**config.mk**
```make
export PLATFORM = sky130hd
export DESIGN_NAME = carryskip_bist
export DESIGN_NICKNAME = d
export VERILOG_FILES = /design/src/rtl/carryskip_bist.sv
export SDC_FILE = /design/constraint.sdc
export NUM_CORES = 1
export LEC_CHECK = 0
export ABC_AREA = 1
export BUFFER_PORTS_ARGS = -buffer_cell sky130_fd_sc_hd__buf_2
export CORE_MARGIN = 8
export CORE_UTILIZATION = 30
export DETAILED_ROUTE_END_ITERATION = 12
export GPL_ROUTABILITY_DRIVEN = 0
export PLACE_DENSITY_LB_ADDON = 0.08
export SETUP_SLACK_MARGIN = 0.2
export SLEW_MARGIN = 10
export SYNTH_ARGS = -nofsm -noshare
export SYNTH_HDL_FRONTEND = slang
export SYNTH_SLANG_ARGS = --single-unit
export TNS_END_PERCENT = 100
```
**constraint.sdc**
```tcl
create_clock -name clk -period 5.29 [get_ports clk]
set_clock_uncertainty 0.15 [all_clocks]
set_input_delay 0.2645 -clock clk [delete_from_list [all_inputs] [get_ports clk]]
set_output_delay 0.2645 -clock clk [all_outputs]
set_load 0.01 [all_outputs]
```
**src/rtl/carryskip_bist.sv**
```systemverilog
// carryskip_bist: built-in self-test engine for the 8-bit carry-skip adder.
// An LFSR produces operand/carry-in vectors. Each vector is applied, allowed to
// settle, and the adder's {cout,sum} is checked against a behavioural sum.
// Optional build macro: BIST_FAIL_CAPTURE_EN adds capture of the first
// failing vector (fail_vld/fail_a/fail_b/fail_cin/fail_idx).
module carryskip_bist #(
   parameter int                 WIDTH         = 8,
   parameter int                 N_VECTORS     = 256,
   parameter int                 SETTLE_CYCLES = 2,
   parameter logic [2*WIDTH-1:0] SEED          = 16'hACE1,
   parameter int                 ERR_W         = 8
) (
   input  logic             clk,
   input  logic             rst_n,
   input  logic             start,
   output logic [WIDTH-1:0] op_a,
   output logic [WIDTH-1:0] op_b,
   output logic             op_cin,
   input  logic [WIDTH-1:0] dut_sum,
   input  logic             dut_cout,
   output logic             busy,
   output logic             done,
   output logic             pass,
   output logic [ERR_W-1:0] err_cnt
`ifdef BIST_FAIL_CAPTURE_EN
   ,
   output logic             fail_vld,
   output logic [WIDTH-1:0] fail_a,
   output logic [WIDTH-1:0] fail_b,
   output logic             fail_cin,
   output logic [15:0]      fail_idx
`endif
);

   localparam int LW     = 2 * WIDTH;
   localparam int WAIT_W = ($clog2(SETTLE_CYCLES + 1) > 0) ? $clog2(SETTLE_CYCLES + 1) : 1;
   localparam logic [LW-1:0]     LFSR_MASK = LW'(16'hB400);
   localparam logic [ERR_W-1:0]  ERR_MAX   = '1;
   localparam logic [15:0]       LAST_VEC  = 16'(N_VECTORS - 1);
   localparam logic [WAIT_W-1:0] WAIT_INIT = WAIT_W'(SETTLE_CYCLES);

   typedef enum logic [2:0] {
      S_IDLE,
      S_LOAD,
      S_APPLY,
      S_CHECK,
      S_DONE
   } state_t;

   state_t            state, state_nxt;
   logic [LW-1:0]     lfsr, lfsr_nxt;
   logic [15:0]       vec_cnt, vec_nxt;
   logic [WAIT_W-1:0] wait_cnt, wait_nxt;
   logic [WIDTH-1:0]  op_a_nxt, op_b_nxt;
   logic              op_cin_nxt;
   logic              busy_nxt, done_nxt, pass_nxt;
   logic [ERR_W-1:0]  err_nxt;
   logic [WIDTH:0]    ref_sum;
   logic              mismatch;
   logic              start_run;

   // Galois right-shift step: feedback taps applied when the bit shifted out is 1.
   function automatic logic [LW-1:0] lfsr_step(input logic [LW-1:0] l);
      return l[0] ? ((l >> 1) ^ LFSR_MASK) : (l >> 1);
   endfunction

   assign ref_sum   = {1'b0, op_a} + {1'b0, op_b} + {{WIDTH{1'b0}}, op_cin};
   assign mismatch  = ({dut_cout, dut_sum} != ref_sum);
   assign start_run = ((state == S_IDLE) || (state == S_DONE)) && start;

   // State register.
   always_ff @(posedge clk or negedge rst_n) begin
      if (!rst_n) state <= S_IDLE;
      else        state <= state_nxt;
   end

   // Next-state and next register values; everything holds unless a state acts on it.
   always_comb begin
      state_nxt  = state;
      lfsr_nxt   = lfsr;
      vec_nxt    = vec_cnt;
      wait_nxt   = wait_cnt;
      op_a_nxt   = op_a;
      op_b_nxt   = op_b;
      op_cin_nxt = op_cin;
      busy_nxt   = busy;
      done_nxt   = done;
      pass_nxt   = pass;
      err_nxt    = err_cnt;
      case (state)
         S_IDLE, S_DONE: begin
            if (start) begin
               state_nxt = S_LOAD;
               lfsr_nxt  = SEED;
               vec_nxt   = '0;
               err_nxt   = '0;
               done_nxt  = 1'b0;
               pass_nxt  = 1'b0;
               busy_nxt  = 1'b1;
            end
         end
         S_LOAD: begin
            state_nxt  = S_APPLY;
            wait_nxt   = WAIT_INIT;
            op_a_nxt   = lfsr[WIDTH-1:0];
            op_b_nxt   = lfsr[LW-1:WIDTH];
            op_cin_nxt = lfsr[LW-1] ^ lfsr[0];
         end
         S_APPLY: begin
            if (wait_cnt != '0) wait_nxt = wait_cnt - WAIT_W'(1);
            else                state_nxt = S_CHECK;
         end
         S_CHECK: begin
            if (mismatch && (err_cnt != ERR_MAX)) err_nxt = err_cnt + ERR_W'(1);
            lfsr_nxt = lfsr_step(lfsr);
            if (vec_cnt == LAST_VEC) begin
               state_nxt = S_DONE;
               busy_nxt  = 1'b0;
               done_nxt  = 1'b1;
               pass_nxt  = (err_nxt == '0);
            end else begin
               state_nxt  = S_APPLY;
               vec_nxt    = vec_cnt + 16'd1;
               wait_nxt   = WAIT_INIT;
               op_a_nxt   = lfsr_nxt[WIDTH-1:0];
               op_b_nxt   = lfsr_nxt[LW-1:WIDTH];
               op_cin_nxt = lfsr_nxt[LW-1] ^ lfsr_nxt[0];
            end
         end
         default: state_nxt = S_IDLE;
      endcase
   end

   // Datapath and output registers.
   always_ff @(posedge clk or negedge rst_n) begin
      if (!rst_n) begin
         lfsr     <= SEED;
         vec_cnt  <= '0;
         wait_cnt <= '0;
         op_a     <= '0;
         op_b     <= '0;
         op_cin   <= 1'b0;
         busy     <= 1'b0;
         done     <= 1'b0;
         pass     <= 1'b0;
         err_cnt  <= '0;
      end else begin
         lfsr     <= lfsr_nxt;
         vec_cnt  <= vec_nxt;
         wait_cnt <= wait_nxt;
         op_a     <= op_a_nxt;
         op_b     <= op_b_nxt;
         op_cin   <= op_cin_nxt;
         busy     <= busy_nxt;
         done     <= done_nxt;
         pass     <= pass_nxt;
         err_cnt  <= err_nxt;
      end
   end

`ifdef BIST_FAIL_CAPTURE_EN
   // Latch the first failing vector of a run; cleared when a new run starts.
   always_ff @(posedge clk or negedge rst_n) begin
      if (!rst_n) begin
         fail_vld <= 1'b0;
         fail_a   <= '0;
         fail_b   <= '0;
         fail_cin <= 1'b0;
         fail_idx <= '0;
      end else if (start_run) begin
         fail_vld <= 1'b0;
         fail_a   <= '0;
         fail_b   <= '0;
         fail_cin <= 1'b0;
         fail_idx <= '0;
      end else if ((state == S_CHECK) && mismatch && !fail_vld) begin
         fail_vld <= 1'b1;
         fail_a   <= op_a;
         fail_b   <= op_b;
         fail_cin <= op_cin;
         fail_idx <= vec_cnt;
      end
   end
`endif

endmodule
```
==> impl_metrics.yaml <==
status:
  status: "finished, violations left"
  violations: "hold timing"
sta:
  setup_tns_ns: 0
  holdWs_ns: -0.02179
  setup_viol: 0
  final_max_slew_viol_count: 0
  hold_viol: 31
  fmax_mhz: 338.0
  rsz0062_at_grt: "no"
  fin_crit_sh_pct: 55.92
  worstMarginPinSlew_ns: 0.8686
  period_minus_slack_ns: 2.958
  relSlewSlack_pct: 42.09
placement:
  dp_hpwl_mm: 7.147
  placed_cells: 700
  io_buffers: 39
clocking:
  cts_buffers: 9
  clk_latency_ns: 0.33
  cts_root_buf: "clkbuf_16"
  postCtsHoldBufs: 0
  clock-sinks: 65
  postCtsResizedCells: 0
  h-tree-depth: 3
  cts_tree: "yes"
  clkTransAtPathRegs_ns: 0.06
  cts_setup_buffers: 0
  cts.path.max_buffers: 2
synthesis:
  synth_cell_types: 42
  syn-cell-area_um2: 3849
  ys_ff_latch: 65
  synth_top_area_share_pct: 37.06
  synth_top_flop_cell: "dfrtp_1"
  yosysSeqAreaShare_pct: 42.52
  synth-edff-count: 0
  syn_inst: 496
  synthTopCellsByArea: "dfrtp_1, nand2_1, inv_1"
  avgSynthCellArea_um2: 7.759
  syn_nets: 520
  synth_area_leader_cell: "dfrtp_1"
  yosys_warnings: 0
  async_flop_share_pct: 100.0
detailed_routing:
  route.detailed.drc: 0
  post_drt_wl_per_cell_um: 13.67
  ant_nets: 0
  vias_per_cell: 4.594
  vias: 3289
  wirelength_mm: 9.787
  drt_iter0_drc: 177
  drtPass1Iterations: 6
floorplan:
  die_h_um: 129.3
  die_area_um2: 16710
  start_util_pct: 30.62
  fp.dieW_um: 129.3
  rows: 41
  num_io_pins: 40
  core_um2: 12570
setup_path:
  arrival_ns: 3.03
  crit_path_start_kind: "flop"
  path_class: "reg -> reg"
  worstPathRequired_ns: 5.36
  crit_fanout: 10
  worstSetupEndpointType: "flop"
flow_run:
  drv_cap: 0
pwr:
  p_leak_nw: 2.201
  total_power_mw: 3.003
  peakVddDrop_v: 0.0001582
  powerDensity_nw_per_um2: 658.8
global_route:
  grt_max_degree: 66
  grt-ovfl-total: 0
  antenna_found_initial: 0
  track_usage_pct: 12.50
  grt_pass1_vias: 3294
  grt_first_pass_wirelength_mm: 16.35
cells_and_area:
  syn_to_final_growth_pct: 18.43
  instances_no_fill: 716
  layout-drive-gt1-share_pct: 19.67
  num_antenna_cells: 0
  final_nets: 563
hold_path:
  hp-class: "in -> async"
worst max-delay path: stages (launching register included):
cell and delay (ns):
dfrtp_1 0.35, inv_1 0.07, fa_1 0.42, inv_1 0.12
fa_1 0.44, nand2_1 0.08, nand2_1 0.04, nor2_1 0.10
nand3_1 0.09, nor2_2 0.12, nand2_2 0.07, nor2_4 0.12
nand3_4 0.15, nand2_8 0.13, nand2_1 0.06, o21ai_1 0.10
inv_2 0.05, nand2_1 0.05, nor2_1 0.04, nand2_1 0.05
nand2_1 0.04
layer usage:
| metal | vias to the layer above | share of wire, % | global-route usage [%] |
|---|---|---|---|
| met1 | 1550 | 49 | 15.99 |
| met5 | - | 0 | 0 |
| li1 | 1679 | - | - |
| met3 | 15 | 3.7 | 2.917 |
| met4 | 0 | 2.0 | 5.183 |
| met2 | 45 | 46 | 19.85 |
Yosys cell counts (2+ instances only):
library cell  instances
nand2_2              10
inv_2                11
dfrtp_1              57
nor4_1                4
xor2_1               15
a21oi_1              19
inv_1                68
nor2_1               49
clkbuf_1              6
fa_1                  2
dfstp_2               8
o21ai_1               6
o31ai_1               3
nor2_2                3
xnor2_1               2
nand2_4               2
nand4_1               3
nand3_2               3
a31oi_1              11
ha_1                 10
or2_2                 3
nand3_1              29
nor2_4                2
o21ai_0              11
nand3b_1              2
nor3_1                6
buf_1                 2
nand2_1             123
o22ai_1              13
through the flow:
step	hold slack, ns	setup WS (ns)	cell area [µm²]	utilization [%]
final	-0.02179	2.332	4558	36.27
after global routing	0.06622	2.091	4558	36.27
after CTS	0.02344	2.312	4558	36.27
after detailed placement	0.3071	2.334	4239	33.73
after global placement	0.3061	2.412	4239	33.73
after floorplan	-0.1811	2.523	3849	-
logic make-up after synthesis:
kind of cell / share of synthesized area [%]
AO/OA/AOI/OAI: 10.05
flip-flops: 42.52
XOR/XNOR: 4.584
AND/OR/NAND/NOR: 29.94
adder cells (fa/ha/maj): 4.291
buffers and inverters: 8.615
sequential cells by signal, indices dropped and copies added (netlist names):
signal / count
lfsr: 16
busy: 1
vec_cnt: 16
op_b: 8
err_cnt: 8
op_cin: 1
state: 3
pass: 1
op_a: 8
done: 1
wait_cnt: 2
cell usage in the layout (no fill, tap or decap), types with 3 or more instances in the layout:
cell type / count
nor4_1: 4
or2_2: 3
inv_2: 11
clkbuf_16: 9
buf_2: 39
ha_1: 10
nand4_1: 3
nand3_2: 3
nand3_1: 29
a31oi_1: 11
xor2_1: 15
o31ai_1: 3
nand2_2: 10
nor2_1: 49
a21oi_1: 19
nor3_1: 6
o21ai_1: 6
dfrtp_1: 57
inv_1: 68
nand2_1: 123
dfstp_2: 8
nor2_2: 3
o21ai_0: 11
clkbuf_8: 4
o22ai_1: 13
path summary, 6_finish.rpt:
kind	from	end	slack, ns	cells after the start
min in group clk	start	state[2]	0.12	4
min	rst_n	busy	-0.02	2
max in group asynchronous	rst_n	op_a[3]	4.44	2
max	op_a[0]	pass	2.33	20
max reg2reg	op_a[0]	pass	2.33	20
min reg2reg	busy	busy	0.32	2
cell type report:
class,instances,area (µm²)
inverter,79,296.5
clock inverter,2,35.03
fill,1320,8010
sequential,65,1637
tap,172,215.2
timing repair buffer,41,210.2
clock buffer,14,284.0
multi-input combinational,343,1881
where the power goes:
group          internal, mW  leakage (nW)  switching [mW]  total (mW)
clock                 0.415         0.159           0.214       0.629
sequential            0.712         0.812           0.170       0.883
combinational         0.546          1.23           0.945        1.49
total                  1.67          2.20            1.33        3.00
No activity file was read; power rests on OpenSTA's default activity.
